===== config.mk =====
export PLATFORM = sky130hd
export DESIGN_NAME = uart_tx_param_flat
export DESIGN_NICKNAME = d
export VERILOG_FILES = /design/src/rtl/uart_tx_param_if.sv /design/src/rtl/uart_tx_param.sv /design/src/flat_wrapper.sv
export SDC_FILE = /design/constraint.sdc
export NUM_CORES = 1
export LEC_CHECK = 0
export CAP_MARGIN = 15
export CORE_MARGIN = 2
export CORE_UTILIZATION = 59
export CTS_CLUSTER_DIAMETER = 150
export DETAILED_ROUTE_END_ITERATION = 6
export PLACE_DENSITY = 0.83
export SYNTH_ARGS = -nofsm -noshare
export SYNTH_HDL_FRONTEND = slang
export SYNTH_SLANG_ARGS = --single-unit

===== constraint.sdc =====
create_clock -name clk -period 2.75 [get_ports clk]
set_input_delay 0.275 -clock clk [delete_from_list [all_inputs] [get_ports clk]]
set_output_delay 0.275 -clock clk [all_outputs]
set_load 0.005 [all_outputs]

===== src/rtl/uart_tx_param_if.sv =====
// Word handshake between the telemetry formatter (master) and the UART transmitter (slave).
interface uart_tx_param_if #(
    parameter int DATA_BITS = 8
) ();
    logic [DATA_BITS-1:0] tx_data;
    logic                 tx_valid;
    logic                 tx_ready;

    modport master (output tx_data, output tx_valid, input  tx_ready);
    modport slave  (input  tx_data, input  tx_valid, output tx_ready);
endinterface


===== src/rtl/uart_tx_param.sv =====
// Parametrised UART transmitter: start, DATA_BITS data bits (LSB first),
// optional parity, 1-2 stop bits, CLKS_PER_BIT clocks per bit.
// All outputs are registered. tx_mon is the line delayed by one cycle.
module uart_tx_param #(
    parameter int CLKS_PER_BIT = 48,
    parameter int DATA_BITS    = 8,
    parameter int PARITY       = 0,
    parameter int STOP_BITS    = 1
) (
    input  logic             clk,
    input  logic             rst_n,
    uart_tx_param_if.slave   s_if,
    output logic             tx,
    output logic             tx_mon,
    output logic             busy,
    output logic             tx_done
);

    if (CLKS_PER_BIT < 2) begin : g_bad_cpb
        $error("uart_tx_param: CLKS_PER_BIT must be >= 2");
    end
    if (DATA_BITS < 5 || DATA_BITS > 9) begin : g_bad_db
        $error("uart_tx_param: DATA_BITS must be in 5..9");
    end
    if (PARITY < 0 || PARITY > 2) begin : g_bad_par
        $error("uart_tx_param: PARITY must be 0, 1 or 2");
    end
    if (STOP_BITS != 1 && STOP_BITS != 2) begin : g_bad_stop
        $error("uart_tx_param: STOP_BITS must be 1 or 2");
    end

    localparam int CNT_W = $clog2(CLKS_PER_BIT);
    localparam int IDX_W = $clog2(DATA_BITS + 1);
    localparam logic [CNT_W-1:0] CNT_LAST  = CNT_W'(CLKS_PER_BIT - 1);
    localparam logic [IDX_W-1:0] IDX_LAST  = IDX_W'(DATA_BITS - 1);
    localparam logic             STOP_LAST = (STOP_BITS == 2);

    typedef enum logic [2:0] {
        S_IDLE,
        S_START,
        S_DATA,
        S_PAR,
        S_STOP
    } state_t;

    state_t               state_q, state_d;
    logic [CNT_W-1:0]     cnt_q, cnt_d;
    logic [IDX_W-1:0]     idx_q, idx_d;
    logic                 stop_q, stop_d;
    logic [DATA_BITS-1:0] shift_q, shift_d;
    logic                 par_q, par_d;
    logic                 tx_q, tx_d;
    logic                 tx_mon_q, tx_mon_d;
    logic                 tx_ready_q, tx_ready_d;
    logic                 busy_q, busy_d;
    logic                 tx_done_q, tx_done_d;
    logic                 bit_end;

    // Next-state, counters and the registered output values they imply.
    always_comb begin
        state_d = state_q;
        cnt_d   = cnt_q;
        idx_d   = idx_q;
        stop_d  = stop_q;
        shift_d = shift_q;
        par_d   = par_q;
        bit_end = (cnt_q == CNT_LAST);

        case (state_q)
            S_IDLE: begin
                cnt_d  = '0;
                idx_d  = '0;
                stop_d = 1'b0;
                if (s_if.tx_valid && tx_ready_q) begin
                    shift_d = s_if.tx_data;
                    par_d   = (PARITY == 1) ? ~(^s_if.tx_data) : (^s_if.tx_data);
                    state_d = S_START;
                end
            end
            S_START: begin
                if (bit_end) begin
                    cnt_d   = '0;
                    state_d = S_DATA;
                end else begin
                    cnt_d = cnt_q + 1'b1;
                end
            end
            S_DATA: begin
                if (bit_end) begin
                    cnt_d   = '0;
                    shift_d = shift_q >> 1;
                    if (idx_q == IDX_LAST) begin
                        idx_d   = '0;
                        state_d = (PARITY != 0) ? S_PAR : S_STOP;
                    end else begin
                        idx_d = idx_q + 1'b1;
                    end
                end else begin
                    cnt_d = cnt_q + 1'b1;
                end
            end
            S_PAR: begin
                if (bit_end) begin
                    cnt_d   = '0;
                    state_d = S_STOP;
                end else begin
                    cnt_d = cnt_q + 1'b1;
                end
            end
            S_STOP: begin
                if (bit_end) begin
                    cnt_d = '0;
                    if (stop_q == STOP_LAST) begin
                        stop_d  = 1'b0;
                        state_d = S_IDLE;
                    end else begin
                        stop_d = stop_q + 1'b1;
                    end
                end else begin
                    cnt_d = cnt_q + 1'b1;
                end
            end
            default: begin
                state_d = S_IDLE;
                cnt_d   = '0;
                idx_d   = '0;
                stop_d  = 1'b0;
            end
        endcase

        // Outputs are derived from the upcoming state so they line up with it.
        case (state_d)
            S_START: tx_d = 1'b0;
            S_DATA:  tx_d = shift_d[0];
            S_PAR:   tx_d = par_d;
            default: tx_d = 1'b1;
        endcase
        tx_mon_d   = tx_q;
        tx_ready_d = (state_d == S_IDLE);
        busy_d     = (state_d != S_IDLE);
        tx_done_d  = (state_d == S_STOP) && (cnt_d == CNT_LAST) && (stop_d == STOP_LAST);
    end

    // FSM, counters and output registers; reset aborts any frame in flight.
    always_ff @(posedge clk) begin
        if (!rst_n) begin
            state_q    <= S_IDLE;
            cnt_q      <= '0;
            idx_q      <= '0;
            stop_q     <= 1'b0;
            tx_q       <= 1'b1;
            tx_mon_q   <= 1'b1;
            tx_ready_q <= 1'b0;
            busy_q     <= 1'b0;
            tx_done_q  <= 1'b0;
        end else begin
            state_q    <= state_d;
            cnt_q      <= cnt_d;
            idx_q      <= idx_d;
            stop_q     <= stop_d;
            tx_q       <= tx_d;
            tx_mon_q   <= tx_mon_d;
            tx_ready_q <= tx_ready_d;
            busy_q     <= busy_d;
            tx_done_q  <= tx_done_d;
        end
    end

    // Word and parity storage; only meaningful once a word has been accepted.
    always_ff @(posedge clk) begin
        shift_q <= shift_d;
        par_q   <= par_d;
    end

    assign s_if.tx_ready = tx_ready_q;
    assign tx            = tx_q;
    assign tx_mon        = tx_mon_q;
    assign busy          = busy_q;
    assign tx_done       = tx_done_q;

endmodule


===== src/flat_wrapper.sv =====
// flat-port wrapper written by rule: the top's interface ports become plain ports
module uart_tx_param_flat 
#(
    parameter int CLKS_PER_BIT = 48,
    parameter int DATA_BITS    = 8,
    parameter int PARITY       = 0,
    parameter int STOP_BITS    = 1
)
  (clk, rst_n, tx, tx_mon, busy, tx_done, s_if_tx_data, s_if_tx_valid, s_if_tx_ready);
  uart_tx_param_if #(.DATA_BITS(DATA_BITS)) s_if_i ();
  input  logic clk;
  input  logic rst_n;
  output logic tx;
  output logic tx_mon;
  output logic busy;
  output logic tx_done;
  input wire logic [$bits(s_if_i.tx_data)-1:0] s_if_tx_data;
  input wire logic [$bits(s_if_i.tx_valid)-1:0] s_if_tx_valid;
  output wire logic [$bits(s_if_i.tx_ready)-1:0] s_if_tx_ready;
  assign s_if_i.tx_data = s_if_tx_data;
  assign s_if_i.tx_valid = s_if_tx_valid;
  assign s_if_tx_ready = s_if_i.tx_ready;
  uart_tx_param #(.CLKS_PER_BIT(CLKS_PER_BIT), .DATA_BITS(DATA_BITS), .PARITY(PARITY), .STOP_BITS(STOP_BITS)) u_core (.clk(clk), .rst_n(rst_n), .s_if(s_if_i), .tx(tx), .tx_mon(tx_mon), .busy(busy), .tx_done(tx_done));
endmodule

# [After elaboration in Yosys (flattened, before gate mapping)]
# Cells that the tools add are included.
[word_totals] register_bits=28 input_bits=11 out_inout_bits=5 elab_cells=65
[op_classes] n_addsub=3 n_eq_ne=13 muxes=22 bitwise_logic=2 reduce_logical=13
[ops] operator="$mux 3" n=7
[ops] operator="$mux 8" n=2
[ops] operator="$pmux 8 s2" n=1
[ops] operator="$pmux 3 s5" n=1
[ops] operator="$eq 3x2->1 const B" n=4
[ops] operator="$eq 6x6->1 const B" n=2
[ops] operator="$mux 6" n=2
[ops] operator="$mux 4" n=2
[ops] operator="$pmux 4 s2" n=1
[ops] operator="$reduce_xor 8->1" n=1
[ops] operator="$add 6x1->6 const B" n=1
[ops] operator="$eq 3x1->1 const B" n=2
[ops] operator="$eq 3x3->1 const B" n=2
[ops] operator="$logic_not 3->1" n=2
[ops] operator="$reduce_or 3->1" n=2
[ops] operator="$add 4x1->4 const B" n=1
[ops] operator="$eq 4x3->1 const B" n=1
[ops] operator="$mux 1" n=4
[ops] operator="$ne 2x1->1 const B" n=2
[ops] operator="$reduce_or 4->1" n=1
[ops] operator="$logic_and 1x1->1" n=3
[ops] operator="$pmux 1 s3" n=1
[ops] operator="$reduce_and 3->1" n=1
[ops] operator="$reduce_bool 3->1" n=1
[ops] operator="5 further kinds" n=6

# [Logic depth before layout (Yosys ltp)]
[depth] ltp_word=7 ltp_mapped=7 depth_no_buf=6

# [Least setup slack after synthesis]
# OpenSTA, ideal clock, no wires.
[synth_timing] kind="reg2reg" startpoint="register u_core.state_q[2]" endpoint="register u_core.shift_q[1], enable pin" setup_ns=0.328 t_arrival_ns=1.282 required_time_ns=2.422 setup_slack_ns=1.140 stages_incl_launch_ff=6 path_buffers=2 period_less_slack_ns=1.610 cell_sequence="dfxtp_1 > buf_6 > nor4b_4 > and2_1 > buf_4 > nand2b_1"
[synth_via] elab_chain_len=3 word_cells_on_any_way=6 classes_between="eq/ne: 3; reduce/logical: 3"
[synth_lines] item="start, declared" line_no="uart_tx_param.sv:46" source="state_t state_q, state_d;"
[synth_lines] item="start signal, assigned" line_no="uart_tx_param.sv:157" source="state_q <= state_d;"
[synth_lines] item="$eq 3x2->1 or $logic_not 3->1 (tied branches)" line_no="uart_tx_param.sv:69" source="case (state_q)"
[synth_lines] item="$ne 2x1->1 (no source line) or $reduce_bool 2->1 (tied branches)"
[synth_lines] item="$reduce_and 3->1 (no source line) (*)"
[synth_lines] item="end signal, assigned" line_no="uart_tx_param.sv:171" source="shift_q <= shift_d;"
[synth_lines] item="end, declared" line_no="uart_tx_param.sv:50" source="logic [DATA_BITS-1:0] shift_q, shift_d;"
# Every way passes the cells marked *; elsewhere a longest branch is shown, timed or not.
# A chain may end at the register's enable or synchronous reset.

# [Worst setup path in the final report]
[layout_timing] startpoint="register u_core.state_q[1]" endpoint="register u_core.shift_q[1], enable pin"
# Same word-level chain as after synthesis.

==> results.json <==
{
  "status": "finished, final reports clean",
  "worst_slack_ns": 0.7167,
  "p_leak_nw": 0.5687,
  "reg2regPathDepth": 3,
  "antenna_found_initial": 0,
  "ant_nets": 0,
  "cp-end-kind": "flop",
  "hold_viol": 0,
  "hpwlAfterDp_um": 2341,
  "cts-root-buf": "clkbuf_4",
  "path_max_fanout": 16,
  "drt_wl_total_um": 3042,
  "syn_avg_cell_area_um2": 10.04,
  "routedWlPerCell_um": 16.62,
  "gr-usage-all-layers_pct": 24.50,
  "hold-path-cell-count": 1,
  "grt_pass1_vias": 1085,
  "cts.clk_slew.worst_paths_ns": 0.15,
  "hp-class": "reg -> reg",
  "path_depth": 3,
  "grt_pass1_wl_um": 4892,
  "crit_end": "u_core.shift_q[1]",
  "drv_slew": 0,
  "drive_above_1_share_pct": 8.387,
  "start_util_pct": 62.91,
  "htreeDepth": 1,
  "total_power_uw": 746.7,
  "synth_xor_area_share_pct": 6.768,
  "crit_path_top_delay_cell": "dfxtp_1",
  "io_pins": 16,
  "ys_ff_latch": 28,
  "rows": 17,
  "numCtsBuffers": 3,
  "cts.repair.resized": 0,
  "peakVddDrop_mv": 0.3102,
  "yosysTopAreaCell": "dfxtp_1",
  "synth_top_family_by_area": "simple AND/OR/NAND/NOR gates",
  "crit_required_ns": 2.76,
  "core_area_um2": 2233,
  "synthCells": 140,
  "post_cts_buffers": 0,
  "clock_skew_ns": 0.007651,
  "synth.net_count": 153,
  "timing.fmax_mhz": 491.8,
  "place_congestion": 0.8589,
  "fin_crit_sh_pct": 73.94,
  "synthAdderAreaFrac_pct": 1.781,
  "p_seq_share_pct": 61.3,
  "p_switching_uw": 183.7,
  "cap_violations": 0,
  "switching_share_pct": 24.60,
  "drtIter0Drc": 24,
  "viasPerCell": 6.186,
  "crit_start": "u_core.state_q[1]",
  "min_period_ns": 2.033,
  "crit_family": "simple AND/OR/NAND/NOR gates",
  "synth_mux_area_share_pct": 0,
  "rsz0062_at_grt": "no",
  "synth_edf_count": 7,
  "timing.rr.end": "u_core.shift_q[1]",
  "syn_area_um2": 1405,
  "grt-ovfl-total": 0,
  "synth_area_leaders": "dfxtp_1 30%, edfxtp_1 15%, a32oi_1 4.4%, xnor2_1 4.4%, nor2_1 4.3%",
  "worst-path-buf-inv": 0,
  "crit_chain": "nor4b_4 -> and2_1 -> nand2b_1",
  "die_w_um": 52.80,
  "num_vias": 1132,
  "reg2reg_slack_ns": 0.72,
  "ys_seq_area_share_pct": 44.88,
  "synth_compound_area_share_pct": 19.23,
  "power_frac_comb_pct": 15.5,
  "die_h_um": 52.80,
  "ys_warn_count": 0,
  "async_reset_ff_share_pct": 0,
  "setup-tns-final_ns": 0,
  "cts_sinks": 28,
  "power_frac_clock_pct": 23.2,
  "ys_types": 51,
  "critical_path_class": "reg -> reg",
  "synth_common_cells": "21 x dfxtp_1, 16 x nor2_1, 7 x a32oi_1, 7 x edfxtp_1, 7 x xnor2_1",
  "place_ws_ns": 0.8109,
  "setup_violations": 0,
  "synth_top_area_share_pct": 29.92,
  "p_per_area_nw_per_um2": 472.1,
  "cts_tree": "done",
  "synth_ff_type": "dfxtp_1",
  "clk_latency_ns": 0.33,
  "synth.most_common_cell": "dfxtp_1",
  "fp.dieArea_um2": 2788,
  "reg2reg_from": "u_core.state_q[1]",
  "drc": 0,
  "hold_buffers": 0,
  "worstPathArrival_ns": 2.04,
  "tightestPinTransition_ns": 0.6438,
  "n_antenna_cell": 0,
  "max_slew_margin_pct": 57.02,
  "clockBufferDepth": 2,
  "fin_nets": 169,
  "cp-start-kind": "flop",
  "critPathMaxStageDelay_ns": 0.54,
  "grt_max_degree": 17,
  "synth-simple-area-share_pct": 23.51,
  "portBuffers": 15,
  "area_growth_pct": 12.56,
  "dr.pass1.iters": 4,
  "internal_power_uw": 563.0
}
## power by group through the flow
stage | Sequential [mW] | Combinational, mW | Clock [mW]
5_1_grt | 0.460 | 0.128 | 0.193
3_3_place_gp | 0.467 | 0.112 | 0
2_1_floorplan | 0.461 | 0.0804 | 0
6_report | 0.458 | 0.116 | 0.173
4_1_cts | 0.458 | 0.116 | 0.177
3_5_place_dp | 0.466 | 0.116 | 0
## per-stage QoR
stage	hold WS (ns)	utilization, %	area, µm²	std cells
5_1_grt	0.4860	70.81	1582	183
3_5_place_dp	0.4391	69.64	1555	179
4_1_cts	0.4734	70.81	1582	183
3_3_place_gp	0.4208	69.64	1555	179
2_1_floorplan	0.3481	-	1405	140
6_report	0.4734	70.81	1582	183
## cell families (layout without fill, tap and decap cells)
kind of cell               Yosys count  after routing
buffers and inverters                9             24
and+or+nand+nor                     56             56
xor gates and xnor gates            10             10
DFF                                 28             28
AOI/OAI and AO/OA                   35             35
adders and majority gates            2              2
## metal layers
metal	part of all wire [%]	vias up	global-route usage (%)
met5	0	-	0
met4	1.2	0	7.692
li1	-	559	-
met3	3.9	4	3.714
met2	50	32	42.50
met1	45	537	30.95
## worst min-delay path by stage
| stage | end | startpoint | slack [ns] |
|---|---|---|---|
| 3_3_place_gp | u_core.tx_mon | u_core.tx | 0.42 |
| 5_1_grt | u_core.tx_mon | u_core.tx | 0.49 |
| 3_5_place_dp | u_core.tx_mon | u_core.tx | 0.44 |
| 6_report | u_core.tx_mon | u_core.tx | 0.47 |
| 2_1_floorplan | u_core.tx_mon | rst_n | 0.35 |
| 4_1_cts | u_core.tx_mon | u_core.tx | 0.47 |
## worst reg2reg max path, cell delays in order, from the launching register on
cell	delay (ns)
dfxtp_1	0.54
nor4b_4	0.33
and2_1	0.47
nand2b_1	0.38
## flip-flops by register name, summed over array words and instances, names as in the netlist
name and cells:
u_core.shift_q 8, u_core.s_if.tx_ready 1, u_core.tx_mon 1, u_core.stop_q 1, u_core.idx_q 4, u_core.state_q 3, u_core.cnt_q 6, u_core.tx 1
u_core.tx_done 1, u_core.busy 1, u_core.par_q 1
## cell usage in the layout, fill, tap and decap left out, types with 6 or more instances in the layout
master	netlist	routed
edfxtp_1	7	7
xnor2_1	7	7
clkdlybuf4s50_1	0	15
dfxtp_1	21	21
a21oi_1	6	6
nor3_1	6	6
nor2_1	16	16
a32oi_1	7	7
## cell type report
class / count / area (µm²)
multi-input cells: 103 / 720.7
fillers: 180 / 651.9
flip-flops and latches: 28 / 630.6
repair buffers: 15 / 150.1
well taps: 28 / 35.03
clock buffers: 4 / 26.28
inverters: 5 / 18.77
(Power assumes the default switching activity.)
